--- src/rtl/program_loader_pkg.sv ---
// Shared definitions for the boot-time program loader: FSM encoding and word geometry.
package loader_pkg;

    localparam int BYTES_PER_WORD = 4;
    localparam int CSUM_WIDTH     = 32;

    typedef enum logic [2:0] {
        S_COUNT = 3'd0,
        S_LOAD  = 3'd1,
        S_CHECK = 3'd2,
        S_RUN   = 3'd3,
        S_ERR   = 3'd4
    } state_e;

    // The byte link is open only while a stream is still being consumed.
    function automatic logic accepts_bytes(state_e s);
        return (s == S_COUNT) || (s == S_LOAD) || (s == S_CHECK);
    endfunction

endpackage

--- src/rtl/program_loader_if.sv ---
// Host byte link plus main-memory write port of the program loader.
interface program_loader_if #(
    parameter int ADDR_WIDTH = 10
);
    // Byte link: a byte moves on every rising edge where rx_valid && rx_ready;
    // rx_data is only meaningful while rx_valid is high, and the host may drop
    // rx_valid at any time. The memory port has no handshake: mem_we is a
    // one-cycle strobe that the memory must always take.
    logic                  rx_valid;
    logic [7:0]            rx_data;
    logic                  rx_ready;
    logic                  mem_we;
    logic [ADDR_WIDTH-1:0] mem_addr;
    logic [31:0]           mem_wdata;

    modport master (
        output rx_valid, rx_data,
        input  rx_ready, mem_we, mem_addr, mem_wdata
    );

    modport slave (
        input  rx_valid, rx_data,
        output rx_ready, mem_we, mem_addr, mem_wdata
    );
endinterface

--- src/rtl/program_loader_byte_to_word.sv ---
// Assembles little-endian 32-bit words from accepted bytes; word_valid marks the 4th byte.
module byte_to_word
    import loader_pkg::*;
(
    input  logic        clock,
    input  logic        reset,
    input  logic        byte_valid,
    input  logic [7:0]  byte_data,
    output logic [31:0] word,
    output logic        word_valid
);

    logic [1:0]  byte_idx;
    logic [31:0] shift_q;

    always_ff @(posedge clock) begin
        if (reset) begin
            byte_idx <= 2'd0;
            shift_q  <= 32'd0;
        end else if (byte_valid) begin
            byte_idx <= byte_idx + 2'd1;
            shift_q  <= {byte_data, shift_q[31:8]};
        end
    end

    // The completed word is presented in the same cycle as its last byte.
    assign word       = {byte_data, shift_q[31:8]};
    assign word_valid = byte_valid && (byte_idx == 2'(BYTES_PER_WORD - 1));

endmodule

--- src/rtl/program_loader.sv ---
// Boot loader: COUNT, N payload words, CHECKSUM; writes memory and releases the core on a match.
module program_loader
    import loader_pkg::*;
#(
    parameter int ADDR_WIDTH = 10,
    parameter int BASE_ADDR  = 0
) (
    input  logic                   clock,
    input  logic                   reset,
    program_loader_if.slave        bus,
    output logic                   core_reset,
    output logic                   done,
    output logic                   error,
    output state_e                 dbg_state
);

    localparam int                    MAX_WORDS = 2 ** ADDR_WIDTH;
    localparam logic [ADDR_WIDTH-1:0] BASE      = ADDR_WIDTH'(BASE_ADDR);
    localparam logic [ADDR_WIDTH:0]   CNT_ONE   = 1;

    state_e                  state_q, state_d;
    logic [ADDR_WIDTH:0]     count_q, count_d;
    logic [ADDR_WIDTH:0]     wcnt_q, wcnt_d;
    logic [CSUM_WIDTH-1:0]   acc_q, acc_d;
    logic                    we_q, we_d;
    logic [ADDR_WIDTH-1:0]   addr_q, addr_d;
    logic [31:0]             wdata_q, wdata_d;
    logic                    ready_q, ready_d;
    logic                    core_reset_q, core_reset_d;
    logic                    done_q, done_d;
    logic                    error_q, error_d;

    logic        byte_fire;
    logic [31:0] word;
    logic        word_valid;

    assign byte_fire = bus.rx_valid && ready_q;

    byte_to_word u_b2w (
        .clock      (clock),
        .reset      (reset),
        .byte_valid (byte_fire),
        .byte_data  (bus.rx_data),
        .word       (word),
        .word_valid (word_valid)
    );

    always_ff @(posedge clock) begin
        if (reset) begin
            state_q      <= S_COUNT;
            count_q      <= '0;
            wcnt_q       <= '0;
            acc_q        <= '0;
            we_q         <= 1'b0;
            addr_q       <= BASE;
            wdata_q      <= 32'd0;
            ready_q      <= 1'b1;
            core_reset_q <= 1'b1;
            done_q       <= 1'b0;
            error_q      <= 1'b0;
        end else begin
            state_q      <= state_d;
            count_q      <= count_d;
            wcnt_q       <= wcnt_d;
            acc_q        <= acc_d;
            we_q         <= we_d;
            addr_q       <= addr_d;
            wdata_q      <= wdata_d;
            ready_q      <= ready_d;
            core_reset_q <= core_reset_d;
            done_q       <= done_d;
            error_q      <= error_d;
        end
    end

    always_comb begin
        state_d = state_q;
        count_d = count_q;
        wcnt_d  = wcnt_q;
        acc_d   = acc_q;
        we_d    = 1'b0;
        addr_d  = addr_q;
        wdata_d = wdata_q;

        case (state_q)
            S_COUNT: begin
                if (word_valid) begin
                    if (word > 32'(MAX_WORDS)) begin
                        state_d = S_ERR;
                    end else if (word == 32'd0) begin
                        state_d = S_CHECK;
                    end else begin
                        count_d = word[ADDR_WIDTH:0];
                        state_d = S_LOAD;
                    end
                end
            end
            S_LOAD: begin
                if (word_valid) begin
                    we_d    = 1'b1;
                    addr_d  = BASE + wcnt_q[ADDR_WIDTH-1:0];
                    wdata_d = word;
                    acc_d   = acc_q + word;
                    wcnt_d  = wcnt_q + CNT_ONE;
                    if (wcnt_q == count_q - CNT_ONE) begin
                        state_d = S_CHECK;
                    end
                end
            end
            S_CHECK: begin
                if (word_valid) begin
                    state_d = (word == acc_q) ? S_RUN : S_ERR;
                end
            end
            default: begin
                state_d = state_q;
            end
        endcase

        // Status flags are registered from the next state so they move on the deciding edge.
        ready_d      = accepts_bytes(state_d);
        core_reset_d = (state_d != S_RUN);
        done_d       = (state_d == S_RUN);
        error_d      = (state_d == S_ERR);
    end

    assign bus.rx_ready  = ready_q;
    assign bus.mem_we    = we_q;
    assign bus.mem_addr  = addr_q;
    assign bus.mem_wdata = wdata_q;
    assign core_reset    = core_reset_q;
    assign done          = done_q;
    assign error         = error_q;
    assign dbg_state     = state_q;

endmodule

--- src/flat_wrapper.sv ---
// flat-port wrapper written by rule: the top's interface ports become plain ports
module program_loader_flat import loader_pkg::*;
#(
    parameter int ADDR_WIDTH = 10,
    parameter int BASE_ADDR  = 0
)
  (clock, reset, core_reset, done, error, dbg_state, bus_rx_valid, bus_rx_data, bus_rx_ready, bus_mem_we, bus_mem_addr, bus_mem_wdata);
  program_loader_if #(.ADDR_WIDTH(ADDR_WIDTH)) bus_i ();
  input  logic clock;
  input  logic reset;
  output logic core_reset;
  output logic done;
  output logic error;
  output state_e dbg_state;
  input wire logic [$bits(bus_i.rx_valid)-1:0] bus_rx_valid;
  input wire logic [$bits(bus_i.rx_data)-1:0] bus_rx_data;
  output wire logic [$bits(bus_i.rx_ready)-1:0] bus_rx_ready;
  output wire logic [$bits(bus_i.mem_we)-1:0] bus_mem_we;
  output wire logic [$bits(bus_i.mem_addr)-1:0] bus_mem_addr;
  output wire logic [$bits(bus_i.mem_wdata)-1:0] bus_mem_wdata;
  assign bus_i.rx_valid = bus_rx_valid;
  assign bus_i.rx_data = bus_rx_data;
  assign bus_rx_ready = bus_i.rx_ready;
  assign bus_mem_we = bus_i.mem_we;
  assign bus_mem_addr = bus_i.mem_addr;
  assign bus_mem_wdata = bus_i.mem_wdata;
  program_loader #(.ADDR_WIDTH(ADDR_WIDTH), .BASE_ADDR(BASE_ADDR)) u_core (.clock(clock), .reset(reset), .bus(bus_i), .core_reset(core_reset), .done(done), .error(error), .dbg_state(dbg_state));
endmodule
--- config.mk ---
export PLATFORM = sky130hd
export DESIGN_NAME = program_loader_flat
export DESIGN_NICKNAME = d
export VERILOG_FILES = /design/src/rtl/program_loader_pkg.sv /design/src/rtl/program_loader_if.sv /design/src/rtl/program_loader_byte_to_word.sv /design/src/rtl/program_loader.sv /design/src/flat_wrapper.sv
export SDC_FILE = /design/constraint.sdc
export NUM_CORES = 1
export LEC_CHECK = 0
export ABC_CLOCK_PERIOD_IN_PS = 3080
export CAP_MARGIN = 20
export CELL_PAD_IN_SITES_DETAIL_PLACEMENT = 0
export CELL_PAD_IN_SITES_GLOBAL_PLACEMENT = 1
export CORE_MARGIN = 5
export CORE_UTILIZATION = 39
export DETAILED_ROUTE_END_ITERATION = 12
export GPL_ROUTABILITY_DRIVEN = 0
export PLACE_DENSITY_LB_ADDON = 0.1
export SYNTH_ARGS = -nofsm -noshare
export SYNTH_HDL_FRONTEND = slang
export SYNTH_SLANG_ARGS = --single-unit
export TNS_END_PERCENT = 100
--- constraint.sdc ---
create_clock -name clock -period 3.08 [get_ports clock]
set_input_delay 0.77 -clock clock [delete_from_list [all_inputs] [get_ports clock]]
set_output_delay 0.77 -clock clock [all_outputs]
set_load 0.01 [all_outputs]
==> results.toml <==
[synth]
synthTopCellsByArea = "dfxtp_1 39%, nand2_1 11%, a21oi_1 10%"
synth_edf_count = 0
syn_area_per_cell_um2 = 7.792
synth_cell_types = 59
async_flop_share_pct = 0
synth_cells = 861
synth-seq-area-share_pct = 38.79
syn_nets = 907
synth-warning-count = 0
netlist_area_um2 = 6709
synthFlopType = "dfxtp_1"
synth.most_common_cell = "nand2_1"
synth_top_area_share_pct = 38.79
synth_top_area_cell = "dfxtp_1"
post_synth_most_frequent_cells = "203 x nand2_1, 134 x a21oi_1, 130 x dfxtp_1, 50 x nor2_1, 48 x clkbuf_1"
ys_seq_elements = 130

[timing]
rsz0062_at_grt = "false"
maxClockFrequency_mhz = 339.2
fin_crit_sh_pct = 95.73
drv_slew = 0
setup_viol = 0
fin_skew_ns = 0.007079
hold_viol = 0
worst_slack_ns = 0.1316
post-route-min-period_ns = 2.948
worstMarginPinSlew_ns = 0.7566
relSlewSlack_pct = 49.56

[status]
status = "finished, final reports clean"

[clocking]
clkSinkCount = 130
clk_latency_ns = 0.42
htree_levels = 4
cts_root_buf = "clkbuf_16"
clockBufferDepth = 2
cts_hold_buf = 0
cts_buffers = 17
clk_pin_slew_ns = 0.06
cts_tree = "yes"

[drt]
dr_wl_met3_um = 765
vias = 6268
top_layer = "met4"
routed_via_density = 5.344
wire_per_inst_um = 16.23
drt_pass1_iterations = 5
drc = 0
m1WireLength_um = 8279
wl_met2_um = 9480
drtAntennaViolNets = 0
wl_um = 19040
dr.first_iter.drc_count = 352

[pwr]
p_per_area_nw_per_um2 = 450.8
ir_drop_mv = 0.3950
p_leak_nw = 3.288
p_total_mw = 3.749

[min_path]
hold_depth = 2
min_to = "u_core.bus.mem_wdata[14]$_SDFFE_PP0P_"
holdCritStartpoint = "u_core.bus.mem_wdata[14]$_SDFFE_PP0P_"
hold_class = "reg2reg"

[global_routing]
grt_pass1_vias = 6164
grt_max_degree = 72
grt_util_all_layers_pct = 19.83
gr-total-overflow = 0
grt_antenna_before_repair = 0
grt_pass1_wl_um = 31760

[place]
placed_cell_area_um2 = 7786
dp_cells = 1142
io_buffers = 60
hpwl_um = 13640
place_ws_ns = -0.1458

[critical_path]
crit_fanout = 8
worst_setup_path_end_kind = "register"
cp.required_ns = 3.38
start_kind = "register"
timing.rr.end = "u_core.acc_q[31]$_SDFFE_PP0P_"
reg2reg_slack_ns = 0.13
reg2reg_depth = 11
crit_arrival_ns = 3.25
r2r-start = "u_core.u_b2w.shift_q[24]$_SDFFE_PP0P_"
startpoint = "u_core.u_b2w.shift_q[24]$_SDFFE_PP0P_"
path_class = "reg2reg"

[final_layout]
stdcell_area_um2 = 8318
fin_nets = 982
layout.cells.non_filler = 1173
utilization_pct = 48.77
drive_above_1_share_pct = 9.916
syn2layout_area_growth_pct = 23.98
diodes = 0

[die]
fp.dieArea_um2 = 19920
dieHeight_um = 141.2
coreArea_um2 = 17060
start_util_pct = 39.33
die-width_um = 141.2
ios = 61
rows = 48

[job]
maxCapViolations = 0
final cells by class:
| class | instances | area (um^2) |
|---|---|---|
| flip-flops and latches | 130 | 2603 |
| repair buffers | 112 | 1026 |
| well taps | 225 | 281.5 |
| clock inverters | 7 | 60.06 |
| inverters | 15 | 56.30 |
| multi-input cells | 660 | 3830 |
| clock buffers | 24 | 461.7 |
| fillers | 1717 | 8738 |
cell families (layout without fill, tap and decap cells):
family / Yosys count / after routing / share of synthesized area, %
compound gates: 213 / 213 / 18.15
xor+xnor: 45 / 45 / 5.875
simple gates: 354 / 354 / 24.19
buf+inv: 71 / 158 / 4.401
mux: 13 / 13 / 1.958
fa+ha+maj: 35 / 35 / 6.639
flops: 130 / 130 / 38.79
timing repair:
action	4_1_cts	5_1_grt
gates resized for setup	0	2
buffers inserted	0	0
endpoints found under the setup margin	0	6
state kept, by name, indices dropped and copies added, names as in the netlist:
register / cells
u_core.count_q: 11
u_core.bus.mem_wdata: 32
u_core.u_b2w.byte_idx: 2
u_core.dbg_state: 3
u_core.bus.mem_we: 1
u_core.bus.rx_ready: 1
u_core.wcnt_q: 11
u_core.u_b2w.shift_q: 24
u_core.error: 1
u_core.done: 1
u_core.acc_q: 32
u_core.bus.mem_addr: 10
u_core.core_reset: 1
metrics by stage:
step	hold WS, ns	TNS [ns]
2_1_floorplan	0.4356	0
3_3_place_gp	0.4432	-0.1205
3_5_place_dp	0.4472	-0.5552
4_1_cts	0.4549	0
5_1_grt	0.4678	0
6_report	0.4517	0
how the worst max path moves through the flow:
stage	to	slack, ns	depth (start not counted)
after global routing	u_core.acc_q[31]$_SDFFE_PP0P_	0.01	11
after detailed placement	u_core.acc_q[31]$_SDFFE_PP0P_	-0.15	9
final	u_core.acc_q[31]$_SDFFE_PP0P_	0.13	11
after CTS	u_core.acc_q[31]$_SDFFE_PP0P_	0.14	11
after global placement	u_core.acc_q[31]$_SDFFE_PP0P_	-0.07	9
after floorplan	u_core.acc_q[31]$_SDFFE_PP0P_	0.35	12
report_power, final:
| group | leakage [nW] | switching (mW) | total [mW] | internal [mW] |
|---|---|---|---|---|
| clock | 0.261 | 0.719 | 1.84 | 1.12 |
| combinational | 1.98 | 0.128 | 0.203 | 0.0747 |
| sequential | 1.05 | 0.0147 | 1.71 | 1.70 |
| total | 3.29 | 0.862 | 3.75 | 2.89 |
routing by layer:
layer | track usage (%) | up-vias
li1 | - | 3134
met1 | 23.91 | 2965
met2 | 34.39 | 139
met3 | 4.613 | 30
met4 | 7.241 | 0
met5 | 0 | -
cells in the final DEF (no fill, tap or decap), drive strengths merged, types with 2 or more instances in the layout:
master	count
nand2	203
a21oi	134
dfxtp	130
clkdlybuf4s50	59
buf	53
nor2	52
ha	34
xnor2	26
o21ai	25
clkbuf	24
nor4	20
xor2	19
a21o	16
inv	15
nand3	13
nor3	12
mux2i	12
nand4	11
a31oi	8
nor2b	8
or3	8
clkinv	6
a211oi	5
nand2b	5
o21bai	4
or4	3
nand3b	3
o21a	3
and3	3
nor3b	3
and2	2
o32ai	2
or2	2
a311o	2
o221ai	2
a221o	2
a211o	2
o31ai	2
nor4b	2
critical path, cell delays in order (launching register included):
cell and delay (ns):
dfxtp_1 0.32, ha_1 0.41, and4_1 0.25, nand3_1 0.13, o221ai_1 0.12, a31oi_1 0.23
nand3_1 0.13, a221o_1 0.36, o21ai_1 0.22, o21ai_1 0.12, mux2i_1 0.18, mux2_1 0.35
Power figures use the tool's default switching activity.
